**src/rtl/instr_fetch_unit.sv**
```systemverilog
// instr_fetch_unit: RV32 fetch stage; latches the PC, runs an imem req/ack read and captures the IR.
// Optional FETCH_TIMEOUT_EN aborts a fetch after TIMEOUT_CYCLES REQ cycles without imem_ack.
module instr_fetch_unit #(
    parameter int TIMEOUT_CYCLES = 16
) (
    input  logic        clk,
    input  logic        rst,
    input  logic        fetch_start,
    input  logic [31:0] pc_cur,
    output logic        imem_req,
    output logic [31:0] imem_addr,
    input  logic        imem_ack,
    input  logic [31:0] imem_rdata,
    output logic [31:0] ir,
    output logic        ir_valid,
    output logic [31:0] pc_plus4,
    output logic        busy,
    output logic        fetch_err
);
    typedef enum logic [1:0] {IDLE, REQ, DONE, ERR} state_t;
    state_t state, state_nxt;
    logic accept, timeout;
    assign accept = (state == IDLE) && fetch_start;
`ifdef FETCH_TIMEOUT_EN
    localparam int CW = $clog2(TIMEOUT_CYCLES + 1);
    logic [CW-1:0] cnt;
    always_ff @(posedge clk) begin
        if (rst || state != REQ) cnt <= '0;
        else if (!imem_ack) cnt <= cnt + 1'b1;
    end
    assign timeout = (cnt == CW'(TIMEOUT_CYCLES - 1));
`else
    // REQ waits indefinitely; the limit only matters with the timeout built in
    assign timeout = (TIMEOUT_CYCLES < 0);
`endif
    always_ff @(posedge clk) begin
        if (rst) state <= IDLE;
        else state <= state_nxt;
    end
    always_comb begin
        state_nxt = state;
        case (state)
            IDLE:    if (fetch_start) state_nxt = (pc_cur[1:0] != 2'b00) ? ERR : REQ;
            REQ:     state_nxt = imem_ack ? DONE : (timeout ? ERR : REQ);
            default: state_nxt = IDLE;
        endcase
    end
    always_comb begin
        imem_req  = (state == REQ);
        ir_valid  = (state == DONE);
        fetch_err = (state == ERR);
        busy      = (state != IDLE);
    end
    always_ff @(posedge clk) begin
        if (rst) begin
            imem_addr <= '0;
            pc_plus4  <= '0;
            ir        <= 32'h0000_0013;
        end else begin
            if (accept) begin
                imem_addr <= pc_cur;
                pc_plus4  <= pc_cur + 32'd4;
            end
            if (state == REQ && imem_ack) ir <= imem_rdata;
        end
    end
endmodule

```
**config.mk**
```make
export PLATFORM = sky130hd
export DESIGN_NAME = instr_fetch_unit
export DESIGN_NICKNAME = d
export VERILOG_FILES = /design/src/rtl/instr_fetch_unit.sv
export SDC_FILE = /design/constraint.sdc
export NUM_CORES = 1
export LEC_CHECK = 0
export CAP_MARGIN = 20
export CORE_UTILIZATION = 42
export CTS_CLUSTER_DIAMETER = 30
export DETAILED_ROUTE_END_ITERATION = 6
export PLACE_DENSITY = 0.79
export SYNTH_ARGS = -nofsm -noshare
export SYNTH_HDL_FRONTEND = slang
export SYNTH_SLANG_ARGS = --single-unit
```
**constraint.sdc**
```tcl
create_clock -name clk -period 2.6 [get_ports clk]
set_clock_uncertainty 0.05 [all_clocks]
set_input_delay 0.52 -clock clk [delete_from_list [all_inputs] [get_ports clk]]
set_output_delay 0.52 -clock clk [all_outputs]
set_load 0.01 [all_outputs]
```
**After elaboration in Yosys (flattened, before gate mapping)**

Cells that the tools add are included.

- Add/subtract/negate cells: 1
- Mux-type cells: 4
- Reductions and logical operators: 5
- Equal/unequal tests: 4

Operators by type and width:

| cell | number |
|---|---|
| adder 32 x 3 -> 32 bit (second input constant) | 1 |
| two-way mux 2 bit | 3 |
| equality test 2 bit (second input constant) | 2 |
| case mux 2 bit (2 select lines) | 1 |
| nonzero test 2 bit | 2 |
| equality test 2 x 1 -> 1 bit (second input constant) | 1 |
| logical AND 1 bit | 2 |
| logical NOT 2 bit | 1 |
| inequality test 2 bit (second input constant) | 1 |

- Output and inout port bits: 100
- Register bits after elaboration: 98
- Input bits: 68
- Logic and storage cells: 18

**Depth between registers and ports, before layout**

- Depth after elaboration: 4
- Gate-level depth with buffers: 6
- Gate-level depth less buffers: 5

**Least setup slack after synthesis**

No wires, ideal clock.

- Path kind: input-to-reg
- Start point: in pc_cur[18]
- End point: reg pc_plus4[29]
- Data required time: 2.459 ns
- Path slack: 0.511 ns
- Stages: 5
- Library setup time: 0.091 ns
- Path buffers: 1
- Arrival: 1.948 ns
- Cells stage by stage: nand4_1 -> or4_4 -> buf_6 -> or4_1 -> a311oi_1

- Word-level cells in the longest chain between the ends: 1

RTL lines:

| item | RTL line | source |
|---|---|---|
| from (decl) | 9 | `input logic [31:0] pc_cur,` |
| adder 32 x 3 -> 32 bit | 62 | `pc_plus4 <= pc_cur + 32'd4;` |
| to (signal assigned) | 62 |  |
| to (decl) | 16 | `output logic [31:0] pc_plus4,` |

Every way passes these cells.
A chain may end at the register's enable or synchronous reset.

**Worst setup path in the final report**

- Start point: in pc_cur[24]
- End point: reg pc_plus4[31]

Same word-level chain as after synthesis.

==> flow_summary.yaml <==
sta:
  tightest_slew_ns: 0.5229
  slew_headroom: 0.6505
  min_period_over_period: 0.8888
  setup_viol: 0
  fin_crit_ns: 2.311
  fmax_ghz: 0.4327
  hold_viol_final: 0
  slew_viol_final: 0
  fin_ws_ns: 0.2892
  grt_setup_unrepaired: "false"
  fin_setup_tns_ns: 0
yosys:
  synth_top_family_by_area: "simple AND/OR/NAND/NOR gates"
  synth.ff_latch_count: 96
  synth_nets: 560
  synth-async-reset-ratio: 0
  synth_common_cells: "nand2_1, dfxtp_1, a21oi_1"
  synth_top_area_frac: 0.4870
  ys.flop_type: "dfxtp_1"
  synth-adder-area-share: 0.003171
  yosysWarnings: 0
  syn_area_mm2: 0.003946
  synth-xor-area-share: 0.02441
  synth_edf_count: 0
  avgSynthCellArea_um2: 8.037
  ys_seq_area_frac: 0.4870
  synth_compound_area_frac: 0.1674
  synth_cells: 491
  yosysMostFrequentCell: "nand2_1"
  synth_area_leaders: "dfxtp_1, nand2_1, a21oi_1"
  yosys.area.top_type: "dfxtp_1"
  synth_cell_types: 38
  synth.mux.area_fraction: 0
  synth_simple_gate_area_frac: 0.2638
grt:
  grt_pass1_vias: 3784
  antenna_found_initial: 0
  grt_pass1_wl_um: 18060
  grt_max_degree: 90
  overflow: 0
  grt.total_usage: 0.2295
layout:
  fin_nets: 739
  area_delta_synth_final_pct: 54.19
  drive_above_1_share: 0.08741
  diodes: 0
  fillers: 761
  design_area_mm2: 0.006085
  final_util: 0.6648
floorplan:
  num_rows: 35
  die_y_um: 98.93
  die_area_mm2: 0.009787
  ios: 168
  die_x_um: 98.93
  core_mm2: 0.009153
  start_util: 0.4312
route:
  viasPerCell: 5.181
  drtIter0Drc: 144
  first_pass_iters: 5
  vias: 4072
  drt-total-wl_um: 11090
  drc: 0
  antenna_left: 0
  wl_per_cell_um: 14.10
critical_path:
  crit_type: "input pin to flop"
  cp.required_ns: 2.81
  r2r_start: "state[0]"
  arrival_ns: 2.52
  critPathCaptureType: "flop"
  cp-start-kind: "input pin"
  critPathMaxFanout: 10
  startpoint: "pc_cur[24]"
pwr:
  p_int_uw: 2526
  power_uw: 3445
  pwr-share-seq: 0.475
  pwr-share-clk: 0.306
  p_sw_frac: 0.2668
  ir_drop_uv: 315.5
  p_per_area_mw_per_mm2: 566.3
  pwr-share-comb: 0.219
  p_switching_uw: 919.1
  p_leak_uw: 0.002173
cts:
  cts_hold_buf: 0
  h-tree-depth: 3
  cts_tree: "done"
  cts_buffer_depth: 2
  clk_latency_ns: 0.34
  clkTransAtPathRegs_ns: 0.09
  numCtsBuffers: 9
  postCtsSetupBuffers: 0
  cts_resized: 0
  cts-root-buf: "clkbuf_8"
  clock-sinks: 96
hold_path:
  hold_path.startpoint: "imem_addr[30]"
  hold_path.class: "flop to flop"
outcome:
  run_status: "completed"
place:
  post-place-ws_ns: -0.05117
  dp_hpwl_um: 8153
  io_buffers: 167
  placed_cell_area_mm2: 0.005872
  place_congestion: 0.7871
run:
  maxCapViolCount: 0
## worst paths after layout
check / depth (start not counted) / slack, ns / end
max: 5 / 0.29 / pc_plus4[31]
min: 2 / 0.41 / imem_addr[30]
max reg2reg: 5 / 0.87 / ir[1]
min reg2reg: 2 / 0.41 / imem_addr[30]
## through the flow
stage               hold slack (ns)  std cells
floorplan                    0.4305        491
global placement             0.3913        770
detailed placement           0.3971        770
CTS                          0.4099        786
global route                 0.4226        786
finish                       0.4067        786
## logic make-up (layout without fill, tap and decap cells)
group	count (synthesis)	after routing
AO/OA/AOI/OAI	110	110
AND/OR/NAND/NOR	232	232
adder cells (fa/ha/maj)	1	1
buffers and inverters	41	225
flip-flops	96	96
XOR/XNOR	11	11
## metal layers
metal,wire [µm],GRT usage,vias to the layer above,part of all wire
li1,-,-,2046,-
met1,4769,0.2813,1872,0.43
met5,0,0,-,0
met3,1004,0.08156,7,0.091
met4,102,0.05626,0,0.0092
met2,5209,0.3841,147,0.47
## worst max-delay path, stage by stage
cell and delay [ns]:
clkdlybuf4s50_1 0.50, nand3_2 0.10, or4_4 0.61, or4_1 0.54
a311oi_1 0.26
## placed cells by master (no fill, tap or decap), types with 2 or more instances in the layout
cell,netlist,final
a211oi_1,13,13
a21oi_1,63,63
a311oi_1,16,16
and2_1,2,2
and3_1,3,3
and4_1,5,5
buf_12,0,2
buf_4,3,37
bufinv_16,0,2
clkbuf_1,25,2
clkbuf_8,2,9
clkdlybuf4s50_1,0,166
dfxtp_1,96,96
inv_1,3,3
nand2_1,140,140
nand3_1,13,13
nand3b_1,3,3
nand4_1,9,9
nor2_1,31,31
nor2b_1,2,2
nor3_1,3,3
o21ai_0,11,11
o31ai_1,6,6
or3_1,7,7
or3_2,2,2
or4_1,6,6
xnor2_1,4,4
xor2_1,7,7
## sequential cells by signal, summed over array words and instances (netlist names)
name / count
imem_addr: 32
state: 2
pc_plus4: 30
ir: 32
## area by class of cell
class / count / area (µm²) / share of cell area
Clock inverter: 5 / 81.33 / 0.01337
Tap cell: 111 / 138.9 / 0.02283
Multi-Input combinational cell: 354 / 1815 / 0.2984
Inverter: 3 / 11.26 / 0.001851
Sequential cell: 96 / 1922 / 0.3159
Timing Repair Buffer: 206 / 1984 / 0.3261
Clock buffer: 11 / 131.4 / 0.02159
## power by group through the flow
stage / Sequential [µW] / Combinational [µW] / Clock, µW
after detailed placement: 1670 / 754 / 0
after floorplan: 1710 / 267 / 0
after CTS: 1640 / 758 / 1080
final: 1640 / 755 / 1050
after global routing: 1650 / 820 / 1150
after global placement: 1670 / 741 / 0
(Power assumes the default switching activity.)
==> variant: new RTL, same flow settings <==
Re-encode `state_t` (4 states) as Gray code, 2 bits wide.
--- a/src/rtl/instr_fetch_unit.sv
+++ b/src/rtl/instr_fetch_unit.sv
@@ -18,5 +18,5 @@
     output logic        fetch_err
 );
-    typedef enum logic [1:0] {IDLE, REQ, DONE, ERR} state_t;
+    typedef enum logic [1:0] {IDLE = 2'b00, REQ = 2'b01, DONE = 2'b11, ERR = 2'b10} state_t;
     state_t state, state_nxt;
     logic accept, timeout;
Formal check against the unedited RTL: same outputs for any inputs over 10 cycles, from zero or initial values and one cycle with rst high; not proved beyond that.
==> variant against the original RTL <==
The run now ends with DRC left. Fmax down 4.4%. First-iteration DRC count up 12%. Highest routed layer unchanged. Total power down 2.6%. Routed wire length up 8.8%. Cell count up 0.51%. Sequential cell count unchanged. Setup slack worse by 0.11 ns. Register-to-register slack better by 0.12 ns. Die area down 1.7%. Cell area about the same. Via count up 3.7%. Synthesized area down 1.7%.
==> variant: results (changes against the original RTL) <==
[global_routing]
grt_usage_pct = 24.87  ; was 22.95%
grt_pass1_wl_um = 19290  ; was 18060 µm
grt_max_degree = 57  ; was 90
grt_pass1_vias = 4037  ; was 3784

[detailed_routing]
firstDrtPassIters = 7  ; was 5
drcViolationCount = 8  ; was 0
drt_iter0_markers = 161  ; was 144
finalWirelength_um = 12060  ; was 11090 µm

[layout]
final_nets = 746  ; was 739
fill_cells = 716  ; was 761
layout-drive-gt1-share_pct = 9.531  ; was 8.741%

[logic_synthesis]
syn-num-nets = 562  ; was 560
synth_cell_types = 37  ; was 38
ys_seq_area_share_pct = 49.55  ; was 48.70%
synth_area_leaders = dfxtp_1, nand2_1, a21oi_1, o21ai_0, clkbuf_1  ; was dfxtp_1, nand2_1, a21oi_1, a311oi_1, nor2_1
synth_top_cells_by_count = nand2_1, dfxtp_1, a21oi_1, clkbuf_1, o21ai_0  ; was nand2_1, dfxtp_1, a21oi_1, nor2_1, clkbuf_1

[setup_path]
cp_max_fo = 11  ; was 10
r2r_end = ir[12]  ; was ir[1]
max_stage_delay_ns = 0.53  ; was 0.61 ns
worst-r2r-setup-slack_ns = 0.99  ; was 0.87 ns
crit_slowest_cell = or4b_1  ; was or4_4

[outcome]
violations = DRC
outcome = finished, violations left  ; was complete, no violations

[hold_path]
min_to = pc_plus4[3]  ; was imem_addr[30]

[timing]
tightest_slew_ns = 0.6802  ; was 0.5229 ns

[pwr]
leakage_nw = 2.198  ; was 2.173 nW

[placed_design]
place_hpwl_um = 8913  ; was 8153 µm

==> variant: routing by layer <==
| layer | GRT usage [%] | vias to the layer above | share of wire (%) |
|---|---|---|---|
| met5 | 0 | - | 0 |
| met4 | 11.19 | 0 | 2.6 |
| met2 | 41.12 | 182 | 48 |
| met3 | 5.082 | 28 | 7.5 |
| li1 | - | 2061 | - |
| met1 | 31.26 | 1950 | 42 |
==> variant: how the worst max path moves through the flow <==
stage	startpoint	end	slack, ns	cells past startpoint
final	pc_cur[9]	pc_plus4[29]	0.18	6
after global routing	pc_cur[9]	pc_plus4[22]	0.13	6
after CTS	pc_cur[9]	pc_plus4[21]	0.22	6
after detailed placement	pc_cur[11]	pc_plus4[22]	-0.15	6
after global placement	pc_cur[9]	pc_plus4[25]	-0.09	6
after floorplan	pc_cur[11]	pc_plus4[29]	0.49	6
==> variant: kinds of logic (layout without fill, tap and decap cells) <==
logic type	Yosys count	after routing	synth area share (%)
and+or+nand+nor	220	220	25.48
DFF	96	96	49.55
xor gates and xnor gates	12	12	2.710
AOI/OAI and AO/OA	123	123	17.71
buffers and inverters	41	230	4.226
adders and majority gates	1	1	0.3225
==> variant: final cells by class <==
class / count / area share [%]
inverter: 5 / 0.3083
tap: 108 / 2.220
sequential: 96 / 31.57
multi-input combinational: 356 / 29.54
timing repair buffer: 209 / 32.76
clock inverter: 7 / 1.562
clock buffer: 9 / 2.035
==> variant: worst register-to-register path, cell delays in order (launching register included) <==
cell and delay (ns):
dfxtp_1 0.44, nor2b_1 0.22, nand2_1 0.29, buf_4 0.32, nand2_1 0.09, a21oi_1 0.07
==> variant: per-stage QoR <==
stage	hold slack (ns)	cells	total power [mW]	instance area, µm²	TNS, ns
3_5_place_dp	0.3968	774	2.315	5868	-0.8954
4_1_cts	0.4096	790	3.372	6087	0
3_3_place_gp	0.3918	774	2.299	5868	-0.4426
6_report	0.4075	790	3.354	6087	0
2_1_floorplan	0.4286	493	1.896	3879	0
5_1_grt	0.4266	790	3.516	6087	0
==> variant: where the power goes <==
| group | switching, mW | internal (mW) |
|---|---|---|
| logic | 0.309 | 0.361 |
| registers | 0.0537 | 1.56 |
| clock network | 0.524 | 0.544 |
| total | 0.887 | 2.47 |
